<file path="src/rtl/mux_n_to_1_rr.sv">
// Registered N-channel stream selector: fixed-select or round-robin winner,
// one-hot ready back to producers, single output register with same-edge drain/load.

module mux_rr_lane #(
  parameter int W     = 8,
  parameter int SEL_W = 2,
  parameter int K     = 0
) (
  input  logic             mode,
  input  logic [SEL_W-1:0] sel,
  input  logic             valid,
  input  logic             gnt,
  input  logic [W-1:0]     data,
  output logic             req,
  output logic [W-1:0]     data_g
);
  // In fixed mode only the addressed lane requests, so an out-of-range select matches nothing
  assign req    = valid && (mode || (sel == SEL_W'(K)));
  assign data_g = gnt ? data : '0;
endmodule

module mux_n_to_1_rr #(
  parameter int N_CH = 4,
  parameter int W    = 8,
  localparam int SEL_W = $clog2(N_CH)
) (
  input  logic              i_clk,
  input  logic              i_rst_n,
  input  logic              i_en,
  input  logic              i_mode,
  input  logic [SEL_W-1:0]  i_sel,
  input  logic [N_CH-1:0]   i_valid,
  input  logic [N_CH*W-1:0] i_data,
  output logic [N_CH-1:0]   o_ready,
  output logic              o_valid,
  output logic [W-1:0]      o_data,
  output logic [SEL_W-1:0]  o_ch,
  input  logic              i_ready
);
  logic [N_CH-1:0]        req;
  logic [N_CH-1:0]        gnt_vec;
  logic [N_CH-1:0][W-1:0] data_g;
  logic [SEL_W-1:0]       ptr;
  logic [SEL_W-1:0]       win;
  logic [SEL_W-1:0]       cand;
  logic [W-1:0]           data_nxt;
  logic                   has_win;
  logic                   space;
  logic                   grant;
  int                     idx;

  for (genvar k = 0; k < N_CH; k++) begin : g_lane
    mux_rr_lane #(.W(W), .SEL_W(SEL_W), .K(k)) u_lane (
      .mode   (i_mode),
      .sel    (i_sel),
      .valid  (i_valid[k]),
      .gnt    (gnt_vec[k]),
      .data   (i_data[k*W +: W]),
      .req    (req[k]),
      .data_g (data_g[k])
    );
  end

  assign space = !o_valid || i_ready;

  // Rotating scan from ptr; walking offsets downward lets the nearest request win.
  // Fixed mode has at most one request, so the same scan serves both modes.
  always_comb begin
    has_win = 1'b0;
    win     = '0;
    cand    = '0;
    idx     = 0;
    for (int off = N_CH-1; off >= 0; off--) begin
      idx = int'(ptr) + off;
      if (idx >= N_CH) idx = idx - N_CH;
      cand = SEL_W'(idx);
      if (req[cand]) begin
        has_win = 1'b1;
        win     = cand;
      end
    end
  end

  assign grant   = i_en && space && has_win && i_rst_n;
  assign gnt_vec = grant ? (N_CH'(1) << win) : '0;
  assign o_ready = gnt_vec;

  always_comb begin
    data_nxt = '0;
    for (int k = 0; k < N_CH; k++) data_nxt = data_nxt | data_g[k];
  end

  always_ff @(posedge i_clk or negedge i_rst_n) begin
    if (!i_rst_n) begin
      o_valid <= 1'b0;
      o_data  <= '0;
      o_ch    <= '0;
      ptr     <= '0;
    end else if (grant) begin
      o_valid <= 1'b1;
      o_data  <= data_nxt;
      o_ch    <= win;
      ptr     <= (win == SEL_W'(N_CH-1)) ? '0 : win + 1'b1;
    end else if (o_valid && i_ready) begin
      o_valid <= 1'b0;
    end
  end
endmodule

</file>
<file path="config.mk">
export PLATFORM = sky130hd
export DESIGN_NAME = mux_n_to_1_rr
export DESIGN_NICKNAME = d
export VERILOG_FILES = /design/src/rtl/mux_n_to_1_rr.sv
export SDC_FILE = /design/constraint.sdc
export NUM_CORES = 1
export LEC_CHECK = 0
export CORE_MARGIN = 1
export CORE_UTILIZATION = 39
export DETAILED_ROUTE_END_ITERATION = 8
export GPL_TIMING_DRIVEN = 0
export PLACE_DENSITY = 0.95
export SYNTH_ARGS = -nofsm -noshare
export SYNTH_HDL_FRONTEND = slang
export SYNTH_SLANG_ARGS = --single-unit
</file>
<file path="constraint.sdc">
create_clock -name i_clk -period 3.9 [get_ports i_clk]
set_input_delay 0.39 -clock i_clk [delete_from_list [all_inputs] [get_ports i_clk]]
set_output_delay 0.39 -clock i_clk [all_outputs]
set_load 0.05 [all_outputs]
</file>
==> results of run 1 <==
## kinds of logic (layout without fill, tap and decap cells)
group / after synthesis / after routing / share of synthesized area [%]
compound gates: 38 / 38 / 32.50
mux: 3 / 3 / 3.611
fa+ha+maj: 4 / 4 / 5.556
flops: 13 / 13 / 36.11
simple gates: 25 / 25 / 13.75
buf+inv: 14 / 75 / 8.471
## repair_timing
action                                  4_1_cts  5_1_grt
endpoints found under the setup margin        0        4
gates resized for setup                       0        4
buffers inserted                              0        0
## registers in the layout, summed over array words and instances, names as in the netlist
name and count:
o_valid 1, o_ch 2, ptr 2, o_data 8
## cell type report
type                       instances  share of cell area [%]
buffer                            10                   3.974
clock buffer                       4                   1.703
inverter                           4                  0.9732
multi-input combinational         70                   32.36
sequential                        13                   21.09
tap                               28                   2.271
timing repair buffer              57                   37.63
## worst register-to-register path, cell delays in order, from the launching register on
cell and delay (ns):
dfrtp_1 0.44, nand3_1 0.14, a21boi_1 0.10, a211oi_2 0.36, inv_1 0.12, ha_1 0.21, buf_1 0.22, a22oi_1 0.23
a31oi_1 0.11
## worst paths after layout
path                       cells after the start  slack, ns    endpoint      from
min reg2reg                                    1       0.52     o_valid   o_valid
min in group i_clk                             1       0.52     o_valid   o_valid
max                                           10       0.45  o_ready[1]  i_sel[1]
max in group asynchronous                      1       3.03   o_data[2]   i_rst_n
max reg2reg                                    8       1.86   o_data[0]    ptr[1]
min                                            1       0.48   o_data[6]   i_rst_n
## synthesized netlist by cell type, drive strengths merged
library cell  count  share of area (%)
a41oi             1                3.1
nand3             2                1.1
nor2b             2                1.4
nand2b            2                1.4
nor3              1               0.56
and2              4                2.8
inv               4                1.7
buf              10                6.8
o21a              2                1.7
a22oi            16                 13
a31oi             8                5.6
a21oi             2                1.1
mux2i             1                1.1
o21bai            1               0.83
a211oi            1                1.4
o21ai             2                1.5
nand3b            1               0.83
a21boi            2                1.7
o22ai             1               0.69
nand2             2               0.83
ha                4                5.6
or2               1               0.69
nor2             10                4.2
a21o              2                1.7
mux2              2                2.5
dfrtp            13                 36
## per-layer routing
layer	track usage [%]	routed length (um)	vias up
met5	0	0	-
met4	15.71	76	0
met3	5.247	210	8
met2	40.22	1374	69
met1	27.88	1053	458
li1	-	-	476
## where the power goes
part	internal [mW]	leakage (nW)	total [mW]	switching [mW]
Sequential	0.180	0.149	0.211	0.0312
Combinational	0.175	0.523	0.437	0.262
Clock	0.0398	0.0150	0.0851	0.0453
Total	0.395	0.687	0.733	0.338
## per-stage QoR
| stage | setup slack [ns] | total power [mW] | hold WS (ns) |
|---|---|---|---|
| 4_1_cts | 0.09571 | 0.7352 | 0.5028 |
| 6_report | 0.4500 | 0.7326 | 0.4813 |
| 3_5_place_dp | 0.1016 | 0.6492 | 0.5082 |
| 2_1_floorplan | 1.562 | 0.4830 | 0.09441 |
| 3_3_place_gp | 0.1866 | 0.6328 | 0.4895 |
| 5_1_grt | 0.1853 | 0.7756 | 0.5165 |
==> summary.md, run 1 <==
| Metric | Value |
|---|---|
| Diodes inserted | 0 |
| Initial core utilization | between 40% and 50% |
| Max Clock Freq | 289.9 MHz |
| H-tree levels | 1 |
| Worst Tran Pin Value | 0.6017 ns |
| Gr ovfl total | 0 |
| # port buffers | 57 |
| P&R area growth vs syn | 71.25% |
| Yosys warning total | 0 |
| Post-placement cell count | 182 |
| ANT nets after route | 0 |
| DRC Markers | 0 |
| Chip height | roughly 50 um |
| Setup tns final | 0 ns |
| Post-DP HPWL | around 2.1 mm |
| Endpoint class of the critical path | primary output |
| Critical path buffer and inverter count | 4 |
| Largest net degree at the start of global routing | 15 |
| Commonest non-fill, non-tap cell in the layout | clkdlybuf4s50_1 |
| CTS buffer count | 3 |
| Layout net count | 206 |
| Worst Path Max Fanout | 9 |
| Slowest library cell on the worst path | clkdlybuf4s50_1 |
| Clock root buffer master | clkbuf_4 |
| Maxcap violations | 0 |
| CP cell instances | clkdlybuf4s50_1 -> nor2b_1 -> o21ai_2 -> mux2i_1 -> a211oi_2 -> ha_1 -> buf_1 -> and2_1 -> buf_4 -> dlymetal6s2s_1 |
| Worst Setup Start Kind | input port |
| Leak | ~0.69 nW |
| PwrDens | between 400 and 500 nW/um^2 |
| Pre-Repair DR Iteration Count | 5 |
| Final WL | 2.715 mm |
| Initial antenna violation count | 0 |
| Count of different cell masters after synthesis | 31 |
| Gr usage total | around a quarter |
| Placed cell area | 1506 sq um |
| Crit path DAT | between 3 and 4 ns |
| RSZ-0062 raised after global routing | false |
| Post-Syn Nets | between 100 and 150 |
| Vias in the first global route | 997 |
| WS Path Type | input port to primary output |
| Status | completed |
| Cell family with most CP delay | buffers and inverters |
| Max Slew Vio Count | 0 |
| Number of hold buffers added after cts | 0 |
| Core Util, Final | a little over two thirds |
| Share of cells above drive strength 1 | under 10% |
| Post-Layout Cell Count | 186 |
| Full die area | 2506 sq um |
| Final setup fails | 0 |
| GP Congestion | between 0.7 and 0.8 |
| CP required | between 3 and 4 ns |
| DRT iter0 DRCs | 27 |
| Routed wire per std cell | between 10 and 15 um |
| First-pass GRT wire length | around 4.4 mm |
| # fillers | around 170 |
| Synth Register Bits | 13 |
| Final Cell Area | 1543 sq um |
| Average size of a mapped cell | between 9 and 10 sq um |
| Mapped cell area | about 900 sq um |
| Reg area | between 300 and 400 sq um |
| Multi-input gate area | 499.2 sq um |
| Post-layout min period | 3.450 ns |
| # IOs | a little under 60 |
| Clk sinks | 13 |
| CP peak stage delay | roughly 0.46 ns |
| Commonest non-fill, non-tap cells in the layout | clkdlybuf4s50_1 (53), a22oi_1 (16), dfrtp_1 (13) |
| Vias/cell | between 5 and 6 |
| Fin crit share | around nine tenths |
| Core area | 2191 sq um |
| Die width | between 50 and 60 um |
| Worst skew pair latency | around 0.28 ns |
| Reg clk slew, reported paths | ~0.080 ns |
| Clock Tree Buf Depth | 2 |
| Row cnt | 17 |
| Hold WC Path Type | input port to async pin |
| Mapped Cells | just under 100 |
| Hold Vio Cnt, Final | 0 |
| Vias after detailed routing | between 1,000 and 1,500 |
| Max_slew headroom | 59.76% |
| Post-synthesis sequential area ratio | approximately 36% |
| CTS tree | yes |
| Setup Skew | roughly 0.0027 ns |
| Worst VDD drop | roughly 310 uV |
Note: power is estimated with default switching activity, not from simulation.
==> run 2: changes to the inputs <==
- ABC_AREA: not set -> 1
- CORE_UTILIZATION: 39 -> 44
- GPL_ROUTABILITY_DRIVEN: not set -> 0
==> run 2 against run 1 <==
Compared with the run above:
- utilization is 2.0 points higher
- worst setup slack worse by 0.0062 ns
- non-clock buffer count stayed put
- fmax is 0.18% lower
- via count is 26% higher
- cell area is 21% higher
- register-to-register slack worse by 0.68 ns
==> summary.md, run 2 <==
| Metric | Value |
|---|---|
| Met1 GRT Util | 29.73% (+1.8 points) |
| Clk sinks | 13 (unchanged) |
| Vias/cell | 4.743 (-13%) |
| RSZ-0062 raised after global routing | false |
| Commonest non-fill, non-tap cell in the layout | clkdlybuf4s50_1 |
| Critical path buffer and inverter count | 8 (+4) |
| ANT nets after route | 0 (unchanged) |
| Status | completed |
| Post-layout min period | 3.456 ns (+0.006152 ns) |
| Hold WC Path Type | input port to async pin |
| Critical R2R Capture | o_data[1] |
| Largest regs | o_data (8), o_ch (2), ptr (2) |
| Post-Syn Nets | 224 (+56%) |
| Crit path DAT | 3.07 ns (about the same) |
| Setup bufs post-CTS | 0 (unchanged) |
| Asr flop ratio synth | 100.0% (unchanged) |
| Gr ovfl total | 0 (unchanged) |
| Routing usage on met3 | 0.8333% (-4.4 points) |
| Leak | 0.9780 nW (+42%) |
| Worst Setup Start Kind | input port |
| # port buffers | 57 (unchanged) |
| Vias after detailed routing | 1,271 (+26%) |
| Max Slew Vio Count | 0 (unchanged) |
| DRT iter0 DRCs | 23 (-15%) |
| Average size of a mapped cell | 6.949 sq um (-25%) |
| Maxcap violations | 0 (unchanged) |
| Layout net count | 286 (+39%) |
| Diodes inserted | 0 (unchanged) |
| Synth top area cells | dfrtp_1 (26%), inv_1 (12%), nor2_1 (9.2%), nand2_1 (8.5%), a22o_1 (5.7%) |
| CP peak stage delay | 0.52 ns (+0.06 ns) |
| Max reg flops | 8 (unchanged) |
| WS Path Type | input port to primary output |
| Post-placement cell count | 264 (+45%) |
| Post-DP HPWL | 2.466 mm (+17%) |
| Largest net degree at the start of global routing | 15 (unchanged) |
| # fillers | 209 (+22%) |
| Reg clk slew, reported paths | 0.08 ns (about the same) |
| Endpoint class of the critical path | primary output |
| Setup Skew | 0.006773 ns (+0.004027 ns) |
| GRT Max-Usage Layer | met2 |
| Yosys warning total | 0 (unchanged) |
| CTS buffer count | 3 (unchanged) |
| Max Clock Freq | 289.3 MHz (-0.18%) |
| PwrDens | 812.0 nW/um^2 (+71%) |
| Chip height | 54.87 um (+9.6%) |
| Share of cells above drive strength 1 | 13.45% (+5.2 points) |
| Mapped cell area | 1230 sq um (+37%) |
| Gr usage total | 21.30% (-3.0 points) |
| Reg2Reg Launch Point | ptr[0] |
| Hold Vio Cnt, Final | 0 (unchanged) |
| Pre-CTS setup slack | -0.03758 ns (-0.1392 ns) |
| Reg2Reg Setup Slack | 1.18 ns (-0.68 ns) |
| Number of flops mapped to enable cells by yosys | 0 (unchanged) |
| Commonest non-fill, non-tap cells in the layout | clkdlybuf4s50_1 (53), inv_1 (39), nor2_1 (30) |
| CP cell instances | clkdlybuf4s50_1 -> nand2_1 -> nand2_1 -> nand3_1 -> nand2_1 -> nand2_1 -> nand2_1 -> inv_2 -> o21bai_2 -> inv_1 -> nand2_1 -> nand2_1 -> inv_1 -> ha_1 -> clkbuf_1 -> inv_1 -> nor2_1 -> buf_4 -> clkbuf_2 |
| Slowest library cell on the worst path | clkdlybuf4s50_1 |
| Yosys top cell area share | 26.45% (-9.7 points) |
| List of most frequent post-synthesis cells | inv_1 (39), nor2_1 (30), nand2_1 (28), dfrtp_1 (13), nand3_1 (11) |
| Top-count cell post-synth | inv_1 |
| Final WL | 2.878 mm (+6.0%) |
| Synth area leader | dfrtp_1 |
| Initial core utilization | 47.90% (+6.8 points) |
| Worst Tran Pin Value | 0.6058 ns (+0.004093 ns) |
| Post-synthesis sequential area ratio | 26.45% (-9.7 points) |
| Final setup fails | 0 (unchanged) |
| Core area | 2567 sq um (+17%) |
| # IOs | 58 (unchanged) |
| Clock root buffer master | clkbuf_4 |
| CP required | 3.51 ns (about the same) |
| Worst skew pair latency | 0.27 ns (about the same) |
| Cell family with most CP delay | buffers and inverters |
| Worst VDD drop | 569.5 uV (+83%) |
| Post-Layout Cell Count | 268 (+44%) |
| Count of different cell masters after synthesis | 27 (-13%) |
| CTS tree | yes |
| Worst R2R Path Depth | 18 (+10) |
| Row cnt | 18 (+1) |
| Initial antenna violation count | 0 (unchanged) |
| H-tree levels | 1 (unchanged) |
| Fin crit share | 88.62% (+0.16 points) |
| First-pass GRT wire length | 4.574 mm (+4.4%) |
| Largest Register | o_data |
| Routed wire per std cell | 10.74 um (-26%) |
| Synth Register Bits | 13 (unchanged) |
| Ys flop type | dfrtp_1 |
| Die width | 54.87 um (+9.6%) |
| GR Util met2 | 34.54% (-5.7 points) |
| Full die area | 3011 sq um (+20%) |
| Vias in the first global route | 1,109 (+11%) |
| Setup ws final | 0.4438 ns (-0.006152 ns) |
| Number of hold buffers added after cts | 0 (unchanged) |
| Mapped Cells | 177 (+82%) |
| P&R area growth vs syn | 51.17% |
| Max_slew headroom | 59.49% (-0.27 points) |
| Pre-Repair DR Iteration Count | 4 (-1) |
| Clock Tree Buf Depth | 2 (unchanged) |
| Cell mode on critical path | nand2_1 |
| DRC Markers | 0 (unchanged) |
| Worst Path Max Fanout | 9 (unchanged) |
[run 2: cell count changes in the layout (fill, tap and decap cells not counted), sizes merged, moves of 12 or more]
cell | previous run | this run
a22oi | 16 | 0
inv | 4 | 43
nand2 | 2 | 31
nand3 | 2 | 14
nor2 | 10 | 35
[run 2: cells by family after synthesis]
group / count (synthesis) / synth area share, %
compound gates: 25 / 16.28
simple gates: 81 / 32.04
xor+xnor: 1 / 1.323
buf+inv: 53 / 19.84
fa+ha+maj: 4 / 4.069
flops: 13 / 26.45
[run 2: worst reg2reg max path: stages (launching register included)]
cell       delay, ns
dfrtp_1         0.38
buf_6           0.14
inv_2           0.08
nand3_1         0.11
nand2_1         0.11
nand2_1         0.11
nand2_1         0.15
inv_2           0.06
o21bai_2        0.13
o21ai_0         0.10
nand2_1         0.17
inv_1           0.09
ha_1            0.21
clkbuf_1        0.19
a22o_1          0.25
inv_1           0.05
o2111ai_1       0.12
nor2_1          0.14
nor2_1          0.05
[run 2: per-layer routing]
metal / up-vias / part of all wire [%]
li1: 670 / -
met1: 550 / 45
met2: 47 / 49
met3: 4 / 3.8
met4: 0 / 1.5
met5: - / 0
[run 2: layout make-up]
class	instances	area [sq um]	area share [%]
plain buffers	10	82.58	4.441
inverters	43	161.4	8.681
repair buffers	57	565.5	30.42
well taps	30	37.54	2.019
clock buffers	4	26.28	1.413
flip-flops and latches	13	325.3	17.50
multi-input cells	111	660.6	35.53
[run 2: timing repair]
action / in CTS / in global routing
setup endpoints to repair: 2 / 4
endpoints found under the hold margin: 0 / 0
resized for setup: 2 / 6
gates cloned: 0 / 0
[run 2: per-stage QoR]
stage | power [mW] | hold WS (ns) | area (sq um) | utilization, % | setup TNS [ns]
floorplan | 1.133 | 0.09441 | 1230 | - | 0
global placement | 1.404 | 0.4764 | 1838 | 71.59 | 0
detailed placement | 1.435 | 0.4857 | 1838 | 71.59 | -0.07388
CTS | 1.517 | 0.5056 | 1862 | 72.51 | 0
global route | 1.647 | 0.5257 | 1859 | 72.42 | 0
finish | 1.510 | 0.4955 | 1859 | 72.42 | 0
[run 2: how the worst max path moves through the flow]
stage	cells after the start	slack (ns)	startpoint	endpoint
4_1_cts	16	0.22	i_sel[1]	o_ready[2]
5_1_grt	20	0.09	i_sel[0]	o_ready[3]
2_1_floorplan	17	1.43	ptr[0]	o_ready[3]
6_report	19	0.44	i_sel[1]	o_ready[1]
3_5_place_dp	19	-0.04	i_sel[1]	o_ready[1]
3_3_place_gp	19	0.04	i_sel[1]	o_ready[3]
[run 2: where the power goes]
part	internal (mW)	leakage (nW)	switching, mW
registers	0.202	0.154	0.0397
logic	0.446	0.809	0.741
clock network	0.0396	0.0150	0.0412
